--- src/rtl/truth_table_capture_if.sv ---
// Capture-side bus for truth_table_capture: beat stream in, captured results out.
interface truth_table_capture_if #(
  parameter int unsigned N_IN  = 4,
  parameter int unsigned N_OUT = 2
);
  localparam int unsigned TW = N_OUT * (2 ** N_IN);

  logic            start;
  logic            vec_valid;
  logic [N_IN-1:0] vec_in;
  logic [N_OUT-1:0] resp_in;
  logic [TW-1:0]   exp_table;

  logic            busy;
  logic            done;
  logic [TW-1:0]   cap_table;
  logic [N_IN:0]   mismatch_cnt;
  logic            err_flag;
  logic [N_IN-1:0] first_err_idx;
  logic            seq_err;

  modport master (
    output start, vec_valid, vec_in, resp_in, exp_table,
    input  busy, done, cap_table, mismatch_cnt, err_flag, first_err_idx, seq_err
  );

  modport slave (
    input  start, vec_valid, vec_in, resp_in, exp_table,
    output busy, done, cap_table, mismatch_cnt, err_flag, first_err_idx, seq_err
  );
endinterface

--- src/rtl/truth_table_capture.sv ---
// Captures a DUT's responses for every input vector and compares them against an expected table.
module truth_table_capture #(
  parameter int unsigned N_IN  = 4,
  parameter int unsigned N_OUT = 2
) (
  input  logic                 clk,
  input  logic                 rst_n,
  truth_table_capture_if.slave bus
);
  localparam int unsigned DEPTH = 2 ** N_IN;
  localparam int unsigned TW    = N_OUT * DEPTH;
  localparam int unsigned OW    = $clog2(TW);
  localparam int unsigned CW    = N_IN + 1;

  typedef enum logic [1:0] {
    S_IDLE    = 2'd0,
    S_CAPTURE = 2'd1,
    S_DONE    = 2'd2
  } state_t;

  state_t          state_q, state_d;
  logic [N_IN-1:0] idx_q, idx_d;
  logic [CW-1:0]   count_q, count_d;
  logic [TW-1:0]   cap_q, cap_d;
  logic [CW-1:0]   mis_q, mis_d;
  logic            err_q, err_d;
  logic [N_IN-1:0] first_q, first_d;
  logic            seq_q, seq_d;
  logic            busy_q, busy_d;
  logic            done_q, done_d;
  logic [OW-1:0]   ofs_c;

  // Bit offset of the incoming vector's slot in the table.
  always_comb begin
    ofs_c = OW'(bus.vec_in) * OW'(N_OUT);
  end

  // State and result registers.
  always_ff @(posedge clk or negedge rst_n) begin
    if (!rst_n) begin
      state_q <= S_IDLE;
      idx_q   <= '0;
      count_q <= '0;
      cap_q   <= '0;
      mis_q   <= '0;
      err_q   <= 1'b0;
      first_q <= '0;
      seq_q   <= 1'b0;
      busy_q  <= 1'b0;
      done_q  <= 1'b0;
    end else begin
      state_q <= state_d;
      idx_q   <= idx_d;
      count_q <= count_d;
      cap_q   <= cap_d;
      mis_q   <= mis_d;
      err_q   <= err_d;
      first_q <= first_d;
      seq_q   <= seq_d;
      busy_q  <= busy_d;
      done_q  <= done_d;
    end
  end

  // Next-state and result update; results hold unless a pass starts or a beat is accepted.
  always_comb begin
    state_d = state_q;
    idx_d   = idx_q;
    count_d = count_q;
    cap_d   = cap_q;
    mis_d   = mis_q;
    first_d = first_q;
    seq_d   = seq_q;

    case (state_q)
      S_IDLE, S_DONE: begin
        if (bus.start) begin
          state_d = S_CAPTURE;
          idx_d   = '0;
          count_d = '0;
          cap_d   = '0;
          mis_d   = '0;
          first_d = '0;
          seq_d   = 1'b0;
        end
      end
      S_CAPTURE: begin
        if (bus.vec_valid) begin
          cap_d[ofs_c +: N_OUT] = bus.resp_in;
          if (bus.resp_in != bus.exp_table[ofs_c +: N_OUT]) begin
            mis_d = mis_q + CW'(1);
            if (mis_q == '0) begin
              first_d = bus.vec_in;
            end
          end
          if (bus.vec_in != idx_q) begin
            seq_d = 1'b1;
          end
          idx_d   = idx_q + N_IN'(1);
          count_d = count_q + CW'(1);
          if (count_q == CW'(DEPTH - 1)) begin
            state_d = S_DONE;
          end
        end
      end
      default: state_d = S_IDLE;
    endcase

    busy_d = (state_d == S_CAPTURE);
    done_d = (state_d == S_DONE);
    err_d  = (mis_d != '0);
  end

  assign bus.busy          = busy_q;
  assign bus.done          = done_q;
  assign bus.cap_table     = cap_q;
  assign bus.mismatch_cnt  = mis_q;
  assign bus.err_flag      = err_q;
  assign bus.first_err_idx = first_q;
  assign bus.seq_err       = seq_q;
endmodule
--- src/flat_wrapper.sv ---
// flat-port wrapper written by rule: the top's interface ports become plain ports
module truth_table_capture_flat 
#(
  parameter int unsigned N_IN  = 4,
  parameter int unsigned N_OUT = 2
)
  (clk, rst_n, bus_start, bus_vec_valid, bus_vec_in, bus_resp_in, bus_exp_table, bus_busy, bus_done, bus_cap_table, bus_mismatch_cnt, bus_err_flag, bus_first_err_idx, bus_seq_err);
  truth_table_capture_if #(.N_IN(N_IN), .N_OUT(N_OUT)) bus_i ();
  input  logic clk;
  input  logic rst_n;
  input wire logic [$bits(bus_i.start)-1:0] bus_start;
  input wire logic [$bits(bus_i.vec_valid)-1:0] bus_vec_valid;
  input wire logic [$bits(bus_i.vec_in)-1:0] bus_vec_in;
  input wire logic [$bits(bus_i.resp_in)-1:0] bus_resp_in;
  input wire logic [$bits(bus_i.exp_table)-1:0] bus_exp_table;
  output wire logic [$bits(bus_i.busy)-1:0] bus_busy;
  output wire logic [$bits(bus_i.done)-1:0] bus_done;
  output wire logic [$bits(bus_i.cap_table)-1:0] bus_cap_table;
  output wire logic [$bits(bus_i.mismatch_cnt)-1:0] bus_mismatch_cnt;
  output wire logic [$bits(bus_i.err_flag)-1:0] bus_err_flag;
  output wire logic [$bits(bus_i.first_err_idx)-1:0] bus_first_err_idx;
  output wire logic [$bits(bus_i.seq_err)-1:0] bus_seq_err;
  assign bus_i.start = bus_start;
  assign bus_i.vec_valid = bus_vec_valid;
  assign bus_i.vec_in = bus_vec_in;
  assign bus_i.resp_in = bus_resp_in;
  assign bus_i.exp_table = bus_exp_table;
  assign bus_busy = bus_i.busy;
  assign bus_done = bus_i.done;
  assign bus_cap_table = bus_i.cap_table;
  assign bus_mismatch_cnt = bus_i.mismatch_cnt;
  assign bus_err_flag = bus_i.err_flag;
  assign bus_first_err_idx = bus_i.first_err_idx;
  assign bus_seq_err = bus_i.seq_err;
  truth_table_capture #(.N_IN(N_IN), .N_OUT(N_OUT)) u_core (.clk(clk), .rst_n(rst_n), .bus(bus_i));
endmodule
--- config.mk ---
export PLATFORM = sky130hd
export DESIGN_NAME = truth_table_capture_flat
export DESIGN_NICKNAME = d
export VERILOG_FILES = /design/src/rtl/truth_table_capture_if.sv /design/src/rtl/truth_table_capture.sv /design/src/flat_wrapper.sv
export SDC_FILE = /design/constraint.sdc
export NUM_CORES = 1
export LEC_CHECK = 0
export CELL_PAD_IN_SITES_DETAIL_PLACEMENT = 1
export CELL_PAD_IN_SITES_GLOBAL_PLACEMENT = 1
export CORE_ASPECT_RATIO = 1.4
export CORE_MARGIN = 5
export CORE_UTILIZATION = 35
export CTS_CLUSTER_SIZE = 24
export DETAILED_ROUTE_END_ITERATION = 12
export GPL_TIMING_DRIVEN = 1
export PLACE_DENSITY = 0.83
export SETUP_SLACK_MARGIN = 0.15
export SYNTH_ARGS = -nofsm -noshare
export SYNTH_HDL_FRONTEND = slang
export SYNTH_SLANG_ARGS = --single-unit
--- constraint.sdc ---
create_clock -name clk -period 5.1 [get_ports clk]
set_input_delay 0.765 -clock clk [delete_from_list [all_inputs] [get_ports clk]]
set_output_delay 0.765 -clock clk [all_outputs]
set_load 0.05 [all_outputs]
==> reports/results.tsv <==
metric	value	unit
Root Driver	clkbuf_16	
DRT Pass-1 Iters	4	
Setup Skew	0.004561	ns
antenna violations before repair	0	
Tmin final	3.646	ns
hold violation count in the final report	0	
CP max-delay cell	clkdlybuf4s50_1	
worst r2r src	u_core.state_q[0]$_DFF_PN0_	
Die Span Y	120.8	µm
global-route usage over all layers	18.13	%
ys async rst share	100.0	%
Seq/Total Area, Yosys	45.64	%
worst endpoint required time	5.26	ns
Ant. Diodes	0	
mux cell area share after synthesis	16.42	%
simple-gate share of the synthesized area	19.93	%
vias in the first global route	3027	
Post-Synthesis Cells	307	
setup tns final	0	ns
Post-Syn Nets	357	
Synth Area in Compound Gates	7.335	%
EDFF count, synth	0	
syn avg cell area	10.00	µm²
crit start category	input pin	
Synth Register Bits	56	
Adder-Cell Fraction of Synth Area	3.260	%
clock sink count	56	
synth warn	0	
Num CTS Buffers	5	
DP Wirelength	7042	µm
share of layout cells above drive strength 1	5.426	%
Synth Area in XOR/XNOR	3.423	%
min-delay src	u_core.bus.seq_err$_DFFE_PN0P_	
CTS H-Tree Depth	2	
fin crit share	71.49	%
drt wl/cell	18.72	µm
Final setup viols	0	
Worst EP arrival	3.81	ns
Post-Route WL	9212	µm
Worst-Margin Slew	0.8537	ns
# DRC	0	
die outline area	10770	µm²
setup ws final	1.454	ns
clock-pin transition on the worst setup and hold timing paths	0.07	ns
CTS tree	done	
worst setup path start	bus_vec_in[1]	
post-route ant nets	0	
pin count of the biggest net entering global routing	57	
Hold WC Path Type	flop to flop	
Post-CTS Setup Bufs	0	
first-pass GRT wire length	15290	µm
Crit. End Element	flop	
row cnt	40	
most common cell after layout, fill and taps aside	clkdlybuf4s50_1	
routed vias	2623	
crit-path max FO	8	
Slowest Stage Delay on Critical Path	0.78	ns
Cell Area, Placed	3976	µm²
largest family of logic cells by synthesized area	simple AND/OR/NAND/NOR gates	
gpl congestion	0.7850	
DP Cell Count	484	
worst slack at placement	1.148	ns
Pins Over Slew Limit	0	
status	completed	
final non-filler cell total	492	
DRT iter0 DRCs	130	
num ports	87	
critical path class	input pin to flop	
grt ovf	0	
most frequent cells in the layout	clkdlybuf4s50_1, nand2_1, dfrtp_1	
P&R area growth vs syn	34.47	%
Clock Path Buffers	2	
RSZ-0062 raised after global routing	false	
buffers added on ports	86	
post-DR vias/cell	5.331	
final hold slack	0.4935	ns
hold_buf cts	0	
maximum VDD drop	302.0	µV
crit-path cells	clkdlybuf4s50_1 -> mux4_1 -> mux4_2 -> xnor2_1 -> a21oi_1 -> mux2i_1 -> or4_1	
Cell variety after synth	42	
CORE AREA	8558	µm²
Clock Latency Late Sink	0.29	ns
nets@finish	436	
Top FF cell, synth	dfrtp_1	
Max Fclk	274.3	MHz
Die X	89.16	µm
Rel. slew slack	42.97	%
post-route cell area	4129	µm²
Max Cap Viol	0	
PostCTS Resize Cnt	0	
initial cell density of the core	35.88	%
synthesized area	3070	µm²
Cell Pwr Density	490.0	nW/µm²
Static Leak	0.001797	µW
## metrics by stage
step,power (µW),util [%]
2_1_floorplan,1331,-
3_3_place_gp,1647,46.46
3_5_place_dp,1684,46.46
4_1_cts,2045,48.25
5_1_grt,2142,48.25
6_report,2023,48.25
## worst paths after layout
kind / slack (ns) / cells past startpoint / end
max: 1.45 / 7 / u_core.bus.err_flag$_DFF_PN0_
min: 0.49 / 2 / u_core.bus.seq_err$_DFFE_PN0P_
max reg2reg: 2.04 / 6 / u_core.bus.cap_table[24]$_DFFE_PN0P_
min reg2reg: 0.49 / 2 / u_core.bus.seq_err$_DFFE_PN0P_
max in group asynchronous: 4.01 / 2 / u_core.bus.mismatch_cnt[0]$_DFF_PN0_
min in group asynchronous: 0.61 / 2 / u_core.bus.cap_table[7]$_DFFE_PN0P_
## cells in the mapped netlist, drive strengths merged (2+ instances only)
library cell,number,area [µm²]
and2,3,18.77
o21ai,14,70.07
inv,5,18.77
buf,5,48.79
o31ai,2,15.01
clkbuf,12,55.05
xnor2,4,35.03
nand3,13,65.06
mux4,8,202.7
nor2b,4,25.02
a32o,2,20.02
xor2,8,70.07
ha,8,100.1
nand4,6,37.54
and3,3,20.02
dfrtp,56,1401
nor2,21,78.83
nor3b,2,15.01
nand2,69,259.0
a31o,3,26.28
a21oi,6,30.03
a22o,4,36.29
mux2i,29,290.3
nor3,7,35.03
## layout make-up
| type | count | area, µm² |
|---|---|---|
| Multi-Input combinational cell | 229 | 1546 |
| Inverter | 5 | 18.77 |
| Sequential cell | 56 | 1401 |
| Fill cell | 974 | 4429 |
| Clock buffer | 5 | 125.1 |
| Tap cell | 105 | 131.4 |
| Timing Repair Buffer | 89 | 878.3 |
| Clock inverter | 3 | 27.53 |
## critical path: cells and delay by family
kind	cells	cell delay, ns
xor gates and xnor gates	1	0.31
and+or+nand+nor	1	0.53
muxes	3	1.28
AOI/OAI and AO/OA	1	0.14
buffers and inverters	1	0.78
## state kept, by name (all words and copies together), names as in the netlist
register / flops
u_core.bus.cap_table: 32
u_core.bus.mismatch_cnt: 5
u_core.count_q: 5
u_core.bus.first_err_idx: 4
u_core.idx_q: 4
u_core.state_q: 2
u_core.bus.busy: 1
u_core.bus.done: 1
u_core.bus.err_flag: 1
u_core.bus.seq_err: 1
## routing by layer
layer / GRT usage, % / vias up / share of wire, % / wire length [µm]
li1: - / 1230 / - / -
met1: 20.46 / 1324 / 37 / 3445
met2: 34.50 / 58 / 58 / 5361
met3: 2.522 / 11 / 2.7 / 249
met4: 4.562 / 0 / 1.7 / 155
met5: 0 / - / 0 / 0
## power breakdown
group	switching, µW	total [µW]	internal [µW]	leakage [µW]
Combinational	640	982	342	0.000991
Sequential	113	688	575	0.000734
Clock	167	353	187	0.0000719
## kinds of logic (layout without fill, tap and decap cells)
logic type | count (synthesis) | count (layout)
adder cells (fa/ha/maj) | 8 | 8
AO/OA/AOI/OAI | 35 | 35
buffers and inverters | 22 | 102
multiplexers | 38 | 38
AND/OR/NAND/NOR | 136 | 136
XOR/XNOR | 12 | 12
flip-flops | 56 | 56
No activity file was read; power rests on OpenSTA's default activity.
